$ cat config.mk
export PLATFORM = sky130hd
export DESIGN_NAME = nested_loop_counter
export DESIGN_NICKNAME = d
export VERILOG_FILES = /design/src/rtl/nested_loop_counter.sv
export SDC_FILE = /design/constraint.sdc
export NUM_CORES = 1
export LEC_CHECK = 0
export CELL_PAD_IN_SITES_DETAIL_PLACEMENT = 1
export CELL_PAD_IN_SITES_GLOBAL_PLACEMENT = 2
export CORE_MARGIN = 4
export CORE_UTILIZATION = 25
export DETAILED_ROUTE_END_ITERATION = 6
export GPL_TIMING_DRIVEN = 0
export PLACE_DENSITY = 0.71
export SYNTH_ARGS = -nofsm -noshare
export SYNTH_HDL_FRONTEND = slang
export SYNTH_SLANG_ARGS = --single-unit
$ cat constraint.sdc
create_clock -name clk -period 5.5 [get_ports clk]
set_input_delay 1.375 -clock clk [delete_from_list [all_inputs] [get_ports clk]]
set_output_delay 1.375 -clock clk [all_outputs]
set_load 0.02 [all_outputs]
$ cat src/rtl/nested_loop_counter.sv
// Cascaded LV-level loop counter (level 0 innermost) with per-level terminal values
// latched at start; supports one-shot (start/busy/done) and free-running wrap modes.
module nested_loop_counter #(
    parameter int LV = 3,
    parameter int DW = 8
) (
    input  logic             clk,
    input  logic             rst_n,
    input  logic             start,
    input  logic             clr,
    input  logic             en,
    input  logic             wrap_mode,
    input  logic [LV*DW-1:0] max,
    output logic [LV*DW-1:0] cnt,
    output logic [LV-1:0]    co,
    output logic             last,
    output logic             busy,
    output logic             done
);

    // Handshake: start is taken only while busy is low; busy stays high for the
    // whole run; done pulses for one cycle after a one-shot run ends (never on clr).
    typedef enum logic {
        IDLE = 1'b0,
        RUN  = 1'b1
    } state_t;

    state_t           state_q, state_d;
    logic [LV*DW-1:0] cnt_q, cnt_d, max_q;
    logic             mode_q, done_q, done_d, load;
    logic             step, carry;
    logic [LV-1:0]    at_max, adv;

    // Carry chain: a level advances when every inner level completes this step.
    always_comb begin
        step   = en & (state_q == RUN);
        carry  = step;
        co     = '0;
        adv    = '0;
        at_max = '0;
        for (int i = 0; i < LV; i++) begin
            at_max[i] = (cnt_q[i*DW +: DW] == max_q[i*DW +: DW]);
            adv[i]    = carry;
            co[i]     = carry & at_max[i];
            carry     = co[i];
        end
    end

    always_comb begin
        state_d = state_q;
        cnt_d   = cnt_q;
        done_d  = 1'b0;
        load    = 1'b0;
        if (clr) begin
            state_d = IDLE;
            cnt_d   = '0;
        end else begin
            case (state_q)
                IDLE: begin
                    if (start) begin
                        load    = 1'b1;
                        cnt_d   = '0;
                        state_d = RUN;
                    end
                end
                RUN: begin
                    for (int i = 0; i < LV; i++) begin
                        if (adv[i]) begin
                            cnt_d[i*DW +: DW] = at_max[i] ? '0 : cnt_q[i*DW +: DW] + DW'(1);
                        end
                    end
                    // End of pass already wraps every level to 0 through the chain.
                    if (co[LV-1] && !mode_q) begin
                        state_d = IDLE;
                        done_d  = 1'b1;
                    end
                end
                default: state_d = IDLE;
            endcase
        end
    end

    always_ff @(posedge clk or negedge rst_n) begin
        if (!rst_n) begin
            state_q <= IDLE;
            cnt_q   <= '0;
            done_q  <= 1'b0;
        end else begin
            state_q <= state_d;
            cnt_q   <= cnt_d;
            done_q  <= done_d;
        end
    end

    always_ff @(posedge clk or negedge rst_n) begin
        if (!rst_n) begin
            max_q  <= '0;
            mode_q <= 1'b0;
        end else if (load) begin
            max_q  <= max;
            mode_q <= wrap_mode;
        end
    end

    assign cnt  = cnt_q;
    assign last = co[LV-1];
    assign busy = (state_q == RUN);
    assign done = done_q;

endmodule
==> flow_summary.yaml, run 1 <==
critical_path:
  reg2reg_depth: 4
  r2r-start: "busy$_DFF_PN0_"
  critPathRequiredTime_ps: 4120
  rrSetupSlack_ps: 3270
  worstSetupPathType: "input pin to output port"
  start_kind: "input pin"
  r2r_end: "max_q[16]$_DFFE_PN0P_"
  path_max_fanout: 4
  endpoint_kind: "output port"
  arrival_ps: 3460
routing:
  first_pass_iters: 5
  routed_via_density: 4.75
  wire_per_inst_um: 16.2
  drt_iter0_drc: 85
  drt_wl_total_um: 7310
  drc_errors: 0
  dr_total_vias: 2142
  ant_nets: 0
die:
  die_w_um: 111
  fp-row-count: 37
  core_area_mm2: 0.0103
  die_area_mm2: 0.0123
  ioPinCount: 60
  die_h_um: 111
  start_util_pct: 25.7
clock_tree:
  clockBufferDepth: 2
  root_buffer: "clkbuf_8"
  hold_buffers: 0
  tritoncts: "built"
  ctsResizeCount: 0
  path_clk_slew_ps: 90
  cts_sinks: 51
  clkLatencyLatePin_ps: 310
  numCtsBuffers: 5
  htree_levels: 2
  post_cts_buffers: 0
placement:
  portBuffers: 59
  dp_hpwl_um: 5420
  dp_cells: 443
  dp_slack_ps: 650
  globalplace.congestion: 0.760
  post_dp_cell_area_mm2: 0.00343
sta:
  setup_ws_ps: 666
  timing.final.crit_share_pct: 87.9
  period_needed_ps: 4830
  slew-limit-headroom_pct: 37.5
  tns_ps: 0
  fin_skew_ps: 6.54
  holdWs_ps: 477
  tightest_slew_ps: 932
  setup_violations: 0
  clock.fmax_mhz: 207
  rsz0062_at_grt: "no"
  timing_hold_violations_final: 0
  final_max_slew_viol_count: 0
yosys:
  synth_common_cells: "dfrtp_1 (51), mux2_2 (26), xnor2_1 (18), nor2_1 (15), nand2_1 (14)"
  ys_seq_area_share_pct: 48.2
  postSynthAreaPerCell_um2: 10.7
  synth_edf_count: 0
  yosysMostFrequentCell: "dfrtp_1"
  synthArstFlopShare_pct: 100
  synthCells: 247
  synth_ff_type: "dfrtp_1"
  syn_area_mm2: 0.00265
  synth_top_area_share_pct: 48.2
  synth_area_leader_cell: "dfrtp_1"
  yosysWarnings: 0
  ys_seq_elements: 51
  syn-num-nets: 280
  synth.distinct_cells: 44
  synth_area_leaders: "dfrtp_1 (48%), mux2_2 (11%), xnor2_1 (5.9%), xor2_1 (2.6%), nor2_1 (2.1%)"
global_route:
  grt_pass1_vias: 2427
  grtUsageTotal_pct: 12.2
  grt_pass1_wl_um: 12200
  grt_max_degree: 38
  antenna_found_initial: 0
  grt_overflow: 0
hold_path:
  hold_class: "flop to flop"
  min-delay-start: "mode_q$_DFFE_PN0P_"
  worstHoldEndpoint: "done$_DFF_PN0_"
  hold_depth: 1
final_layout:
  final_cell_area_mm2: 0.00351
  n_antenna_cell: 0
  fillers: 1172
  layout.nets: 347
  multi_input_area_mm2: 0.00129
  finalCoreUtilization_pct: 34.0
  area_growth_pct: 32.3
  seqCellArea_mm2: 0.00128
  final_cells: 451
  drive_gt1_share_pct: 14.0
power_and_ir_drop:
  ir_worst_vdd_v: 0.000116
  power_mw: 0.836
  p_leak_nw: 1.36
  power.density_mw_per_mm2: 238
flow_run:
  maxCapViolations: 0
outcome:
  outcome: "complete, no violations"
## registers in the layout, summed over array words and instances (netlist names)
register  flops
cnt          24
mode_q        1
busy          1
done          1
max_q        24
## worst max-delay path by stage
stage,from,end,slack (ps),cells past startpoint
after CTS,en,co[2],630,6
after global placement,en,co[2],670,6
after global routing,en,co[2],570,6
final,en,co[2],670,6
after detailed placement,en,co[2],650,6
after floorplan,en,co[2],1590,4
## power by group
part | internal, mW | total, mW | switching (mW)
registers | 0.418 | 0.450 | 0.0323
logic | 0.0927 | 0.169 | 0.0765
clock network | 0.0898 | 0.217 | 0.127
## kinds of logic after synthesis
logic type | after synthesis | synth area share [%]
AOI/OAI and AO/OA | 45 | 11.3
and+or+nand+nor | 74 | 15.5
adders and majority gates | 3 | 1.42
DFF | 51 | 48.2
xor gates and xnor gates | 26 | 8.59
buffers and inverters | 20 | 3.26
muxes | 28 | 11.8
## placed cells by master, fill, tap and decap left out, drive strengths merged, types with 4 or more instances in the layout
cell type / n
buf: 7
nor2: 15
nor4: 5
xor2: 8
clkbuf: 10
o21ai: 15
mux2: 26
inv: 12
clkdlybuf4s50: 58
dfrtp: 51
nand3: 8
and3: 4
nand4: 7
a32oi: 5
a21oi: 6
xnor2: 18
nand2: 14
## routing by layer
layer | track usage, % | vias to the layer above | wire [um]
li1 | - | 1023 | -
met1 | 15.3 | 1060 | 3360
met2 | 20.6 | 46 | 3520
met3 | 2.57 | 13 | 287
met4 | 4.35 | 0 | 136
met5 | 0 | - | 0
## critical path: stages
cell and delay, ps:
clkdlybuf4s50_1 460, nand2_1 120, or3_4 450, nor3_2 290, buf_4 160, clkdlybuf4s50_1 610
## cell type report
class / instances / area share, %
Timing Repair Buffer: 60 / 17.3
Inverter: 12 / 1.28
Sequential cell: 51 / 36.4
Clock inverter: 1 / 0.143
Multi-Input combinational cell: 176 / 36.7
Clock buffer: 7 / 2.18
Buffer: 8 / 1.18
Tap cell: 136 / 4.85
(Power assumes the default switching activity.)
==> run 2: changes to the inputs <==
--- a/config.mk
+++ b/config.mk
@@ -8,10 +8,10 @@
 export CELL_PAD_IN_SITES_DETAIL_PLACEMENT = 1
 export CELL_PAD_IN_SITES_GLOBAL_PLACEMENT = 2
 export CORE_MARGIN = 4
-export CORE_UTILIZATION = 25
+export CORE_UTILIZATION = 34
 export DETAILED_ROUTE_END_ITERATION = 6
 export GPL_TIMING_DRIVEN = 0
-export PLACE_DENSITY = 0.71
+export PLACE_DENSITY = 0.91
 export SYNTH_ARGS = -nofsm -noshare
 export SYNTH_HDL_FRONTEND = slang
 export SYNTH_SLANG_ARGS = --single-unit
==> flow_summary.yaml, run 2 (synthesized netlist as in run 1, its figures left out) <==
final_layout:
  layout.nets: 347
  drive_gt1_share_pct: 14.6
  layout_commonest_cell: "clkdlybuf4s50_1"
  fillers: 795
  finalCoreUtilization_pct: 47.5
  area_growth_pct: 32.7
  mostFrequentLayoutCells: "clkdlybuf4s50_1 (58), dfrtp_1 (51), mux2_2 (26)"
  n_antenna_cell: 0
power_and_ir_drop:
  pwr-share-seq_pct: 48.8
  ir_worst_vdd_v: 0.000145
  p_comb_share_pct: 18.1
  p_leak_nw: 1.38
  p_sw_share_pct: 25.2
  p_int_mw: 0.692
  p_clk_share_pct: 33.2
  power.density_mw_per_mm2: 263
  power.net_switching_mw: 0.234
  power_mw: 0.926
routing:
  drt_iter0_drc: 59
  routed_via_density: 5.26
  first_pass_iters: 4
  dr_total_vias: 2177
  drt_wl_total_um: 6810
  drc_errors: 0
  wire_per_inst_um: 16.4
  ant_nets: 0
critical_path:
  endpoint_kind: "output port"
  crit_top_cell: "clkdlybuf4s50_1"
  worstSetupPathType: "input pin to output port"
  cpMaxStageDelayCell: "clkdlybuf4s50_1"
  cpPeakStageDelay_ps: 590
  start_kind: "input pin"
  critPathRequiredTime_ps: 4120
  arrival_ps: 3450
  rrSetupSlack_ps: 3290
  path_cells: "clkdlybuf4s50_1, nand2_1, or3_4, nor3_2, buf_4, clkdlybuf4s50_1"
  path_max_fanout: 4
  reg2reg_depth: 5
placement:
  globalplace.congestion: 0.824
  portBuffers: 59
  dp_slack_ps: 671
  dp_hpwl_um: 5250
clock_tree:
  numCtsBuffers: 5
  htree_levels: 2
  cts_sinks: 51
  ctsResizeCount: 0
  post_cts_buffers: 0
  clockBufferDepth: 2
  path_clk_slew_ps: 100
  tritoncts: "built"
  root_buffer: "clkbuf_8"
  hold_buffers: 0
  clkLatencyLatePin_ps: 300
sta:
  tightest_slew_ps: 914
  final_max_slew_viol_count: 0
  slew-limit-headroom_pct: 38.7
  clock.fmax_mhz: 207
  setup_ws_ps: 671
  timing.final.crit_share_pct: 87.8
  fin_skew_ps: 9.14
  rsz0062_at_grt: "no"
  period_needed_ps: 4830
  timing_hold_violations_final: 0
  tns_ps: 0
  setup_violations: 0
global_route:
  grt_max_degree: 39
  grt_overflow: 0
  grt_pass1_wl_um: 11800
  grtUsageTotal_pct: 16.2
  antenna_found_initial: 0
  grt_pass1_vias: 2396
die:
  fp-row-count: 31
  core_area_mm2: 0.00741
  die_h_um: 96.3
  start_util_pct: 35.8
  ioPinCount: 60
  die_w_um: 96.3
  die_area_mm2: 0.00927
flow_run:
  maxCapViolations: 0
hold_path:
  hold_class: "flop to flop"
  hold_depth: 1
outcome:
  outcome: "complete, no violations"
-- run 2: cell types whose count changed in the layout (fill, tap and decap cells not counted), sizes merged --
cell	before	now
bufinv	0	2
clkbuf	10	8
clkinvlp	0	1
clkinv	1	0
-- run 2: cell type report --
type / instances / area, um2 / area share, %
Sequential cell: 51 / 1280 / 36.3
Inverter: 12 / 45.0 / 1.28
Tap cell: 99 / 124 / 3.52
Timing Repair Buffer: 60 / 606 / 17.2
Buffer: 8 / 41.3 / 1.17
Clock buffer: 5 / 68.8 / 1.96
Clock inverter: 3 / 67.6 / 1.92
Multi-Input combinational cell: 176 / 1290 / 36.6
-- run 2: power groups by stage --
| stage | registers, mW | clock network (mW) | logic, mW |
|---|---|---|---|
| floorplan | 0.454 | 0 | 0.106 |
| global placement | 0.457 | 0 | 0.163 |
| detailed placement | 0.460 | 0 | 0.170 |
| CTS | 0.452 | 0.315 | 0.171 |
| global route | 0.458 | 0.335 | 0.188 |
| finish | 0.451 | 0.307 | 0.167 |
-- run 2: worst paths after layout --
check                                    start                     to
max                                         en                  co[2]
max reg2reg                cnt[22]$_DFFE_PN0P_    cnt[20]$_DFFE_PN0P_
min reg2reg                 mode_q$_DFFE_PN0P_         done$_DFF_PN0_
min                         mode_q$_DFFE_PN0P_         done$_DFF_PN0_
max in group asynchronous                rst_n     cnt[4]$_DFFE_PN0P_
min in group asynchronous                rst_n  max_q[13]$_DFFE_PN0P_
-- run 2: metrics by stage --
stage               hold slack [ps]  cells  area (um2)
CTS                             477    414        3520
floorplan                       441    247        2650
finish                          473    414        3520
global placement                457    405        3360
detailed placement              463    406        3380
global route                    512    414        3520
-- run 2: worst max-delay path: cells and delay by family --
family | cells | cell delay (ps)
buf+inv | 3 | 1210
simple gates | 3 | 870
-- run 2: routing by layer --
metal	wire length [um]	vias up	track usage, %
met4	57	0	3.20
li1	-	1025	-
met3	284	6	2.97
met2	3500	41	28.1
met5	0	-	0
met1	2970	1105	21.0
==> run 3: changes to the inputs <==
==> constraint.sdc (replaced) <==
create_clock -name clk -period 5.9 [get_ports clk]
set_input_delay 1.475 -clock clk [delete_from_list [all_inputs] [get_ports clk]]
set_output_delay 1.475 -clock clk [all_outputs]
set_load 0.02 [all_outputs]
==> results of run 3 <==
The final DEF is identical to that of run 2. Status: complete, no violations.
Main changes from that run: setup slack after placement 671 ps -> 871 ps; setup slack after layout 671 ps -> 871 ps; register-to-register setup slack 3290 ps -> 3690 ps; total power 0.926 mW -> 0.863 mW; worst IR drop on VDD 0.000145 V -> 0.000135 V
==> patch 1, RTL diff (config.mk and constraints of run 3) <==
Add an input register stage for `start`, `clr`, `en`, `wrap_mode` and `max`; this delays them by one clock. Comments in the files are not updated.
--- a/src/rtl/nested_loop_counter.sv
+++ b/src/rtl/nested_loop_counter.sv
@@ -27,2 +27,16 @@
 
+    logic start_q;
+    logic clr_q;
+    logic en_q;
+    logic wrap_mode_q;
+    logic [LV*DW-1:0] max_r;
+
+    always_ff @(posedge clk) begin
+        start_q     <= start;
+        clr_q       <= clr;
+        en_q        <= en;
+        wrap_mode_q <= wrap_mode;
+        max_r       <= max;
+    end
+
     state_t           state_q, state_d;
@@ -35,3 +49,3 @@
     always_comb begin
-        step   = en & (state_q == RUN);
+        step   = en_q & (state_q == RUN);
         carry  = step;
@@ -53,3 +67,3 @@
         load    = 1'b0;
-        if (clr) begin
+        if (clr_q) begin
             state_d = IDLE;
@@ -59,3 +73,3 @@
                 IDLE: begin
-                    if (start) begin
+                    if (start_q) begin
                         load    = 1'b1;
@@ -99,4 +113,4 @@
         end else if (load) begin
-            max_q  <= max;
-            mode_q <= wrap_mode;
+            max_q  <= max_r;
+            mode_q <= wrap_mode_q;
         end
Function: changed (a bounded check fails within 4 cycles, from zero or initial values and one cycle with rst_n low).
==> patch 1 against run 3 <==
  * Sequential share of layout area increased by 7.4 points
  * Sequential cell count rose by 28
  * Via count increased by 5.5%
  * Routed wire length grew 12%
  * Total power increased by 34%
  * Sequential power rose by 48%
  * Cell area is 20% higher
  * Non-clock buffer count increased by 1
  * Final cell count increased by 13%
  * Count of clock-buffer cells in the layout grew 6
  * Area after synthesis rose by 23%
  * Setup slack gained 0.82 ns
  * Register-to-register slack better by 0.13 ns
  * Die area rose by 21%
  * Largest cell class is now sequential cells
  * Highest routed layer unchanged
==> patch 1: results (changes against run 3) <==
status completed; maximum fanout along the worst path 7 (+3); routability cong. 0.834 (+1.2%); dpl cells 452 (+11%); Area contributors post-synth dfrtp_1 (39%), dfxtp_1 (17%), mux2_2 (8.6%); hpwl dp 5640 um (+7.4%); Worst EP arrival 2.74 ns (-0.81 ns); Nets 367 (+5.8%); Clock transition at path regs 0.08 ns (-0.02 ns); Post-synth top cells dfrtp_1 (51), dfxtp_1 (28), mux2_2 (25), xor2_1 (20), o21ai_0 (15); post-synth top area share 39.2% (-9.0 points); H-tree depth reported by CTS 3 (+1); Psw 317 uW (+46%); largest net degree at the start of global routing 40 (+2.6%); worst rel slew slack 54.6% (+16 points); layout cells sized above 1 17.4% (+2.8 points); Finished Layout Cells 468 (+13%); Iteration-0 DRC Markers 84 (+42%); Async SR Flop Fraction 64.6% (-35 points); worst clock skew 0.00965 ns (+0.000501 ns); CTS Buf Count 9 (+4); Seq group 625 uW (+48%); first-pass GRT wire length 12700 um (+7.8%); dpl cell area 0.00403 mm2 (+19%); gr usage total 14.4% (-1.8 points); leakage power 1.71 nW (+23%); Synth Area per Inst 12.4 um2 (+16%); routed vias/inst 4.91 (-6.7%); Max IR drop VDD 153 uV (+13%); Skew-Pair Late Insertion Delay 0.35 ns (+0.05 ns); syn nets 296 (+5.7%); EDFF count, synth 0 (unchanged); vias in the first global route 2480 (+3.5%); Comb group 173 uW (+11%); Setup WS pre-CTS 2.03 ns (+1.16 ns); Seq/Total Area, Yosys 56.4% (+8.2 points); DR WL/cell 16.3 um (-0.84%); switch share 27.4% (+2.1 points)
## patch 1: cell count changes after synthesis, sizes merged, moves of 4 or more
| cell | delta |
|---|---|
| nor2 | -10 |
| a32oi | -5 |
| dfxtp | +28 |
| and3 | +5 |
| a211oi | +9 |
| inv | -8 |
| xnor2 | -9 |
| nand2b | +4 |
| nand2 | -6 |
| xor2 | +12 |
## patch 1: cell type report
class,count,area [um2]
clock inverter,5,33.8
sequential,79,1840
timing repair buffer,60,606
inverter,4,15.0
clock buffer,11,141
tap,129,161
fill,1027,5080
multi-input combinational,171,1360
buffer,9,52.6
## patch 1: per-layer routing
layer / part of all wire (%) / GRT usage (%)
met5: 0 / 0
met3: 4.8 / 3.58
met4: 2.0 / 5.37
met1: 44 / 17.5
met2: 50 / 24.6
## patch 1: final timing paths
| kind | start | depth (start not counted) | slack, ns | end |
|---|---|---|---|---|
| hold reg to reg | max_r[18] | 1 | 0.46 | max_q[18] |
| setup / recovery | cnt[12] | 8 | 1.69 | co[2] |
| min in group asynchronous | rst_n | 1 | 1.02 | max_q[11] |
| max in group asynchronous | rst_n | 2 | 4.35 | max_q[20] |
| hold / removal | max_r[18] | 1 | 0.46 | max_q[18] |
| setup reg to reg | cnt[12] | 6 | 3.82 | cnt[20] |
## patch 1: worst register-to-register path, cell delays in order, from the launching register on
cell and delay (ns):
dfrtp_1 0.39, buf_6 0.14, xor2_1 0.18, nor4_4 0.46, a21oi_4 0.15, nor3_1 0.44
a31oi_1 0.18
## patch 1: cell families after synthesis
| kind of cell | count (synthesis) | share of synthesized area, % |
|---|---|---|
| xor+xnor | 29 | 7.79 |
| fa+ha+maj | 3 | 1.15 |
| mux | 26 | 8.94 |
| simple gates | 62 | 12.6 |
| compound gates | 51 | 11.1 |
| buf+inv | 13 | 2.07 |
| flops | 79 | 56.4 |
==> patch 2, RTL diff (config.mk and constraints of run 3) <==
Made on the original files. The parameter `DW` goes from 8 to 6.
--- a/src/rtl/nested_loop_counter.sv
+++ b/src/rtl/nested_loop_counter.sv
@@ -4,3 +4,3 @@
     parameter int LV = 3,
-    parameter int DW = 8
+    parameter int DW = 6
 ) (
Ports: changed (resized cnt and max); port bits go from 60 to 48. No check against the original RTL was run, so the function may have changed too.
==> patch 2 against run 3 <==
  * Clock skew decreased by 0.0050 ns
  * Die area decreased by 21%
  * Sequential cell count decreased by 12
  * Count of clock-buffer cells in the layout increased by 3
  * Combinational power decreased by 3%
  * Total power decreased by 21%
  * Setup slack improved by 0.21 ns
  * Largest power group unchanged
  * Area after synthesis decreased by 22%
  * Routed wire length decreased by 27%
  * Cell area decreased by 22%
==> patch 2: results (changes against run 3) <==
status completed; ClkCell Share 3.65% (-0.22 points); gr usage total 14.8% (-1.4 points); Core Footprint 0.00589 mm2 (-21%); maximum fanout along the worst path 3 (-1); leakage power 1.17 nW (-16%); Seq. cell area 976 um2 (-24%); Setup WS pre-CTS 1.04 ns (+0.169 ns); Clock transition at path regs 0.08 ns (-0.02 ns); clock share of power 29.4% (-3.8 points); vias in the first global route 1679 (-30%); Seq group 327 uW (-22%); fraction of area in multi-input gates 37.6% (+0.93 points); Syn-to-layout area delta 33.0%; Seq/Total Area, Yosys 47.4% (-0.77 points); Finished Layout Cells 317 (-23%); hpwl dp 3750 um (-29%); Psw 196 uW (-9.9%); Worst EP arrival 3.35 ns (-0.20 ns); Iteration-0 DRC Markers 78 (+32%); P_clk 200 uW (-30%); routability cong. 0.743 (-9.7%); Synth Area per Inst 11.1 um2 (+3.2%); dpl cell area 0.00264 mm2 (-22%); Max IR drop VDD 111 uV (-18%); Non-clk invs 4 (-8); clk sinks 39 (-24%); Area contributors post-synth dfrtp_1 (47%), mux2_2 (10%), xor2_1 (7.7%)
## patch 2: routing by layer
layer	up-vias	routed length [um]
met3	7	183
met2	31	2410
met1	783	2260
met4	0	102
li1	779	-
met5	-	0
## patch 2: worst paths after layout
check | to | depth (start not counted) | startpoint | slack [ns]
setup / recovery | co[2] | 5 | en | 1.08
hold reg to reg | max_q[5] | 1 | max_q[5] | 0.53
hold / removal | max_q[5] | 1 | max_q[5] | 0.53
max in group asynchronous | cnt[4] | 2 | rst_n | 4.35
min in group asynchronous | mode_q | 1 | rst_n | 1.10
setup reg to reg | busy | 5 | cnt[0] | 3.90
## patch 2: cells by family (layout without fill, tap and decap cells)
family	Yosys count	after routing	share of synthesized area (%)
flops	39	39	47.4
xor+xnor	20	20	8.51
simple gates	55	55	14.7
fa+ha+maj	3	3	1.82
mux	19	19	10.4
buf+inv	10	66	2.67
compound gates	40	40	14.5
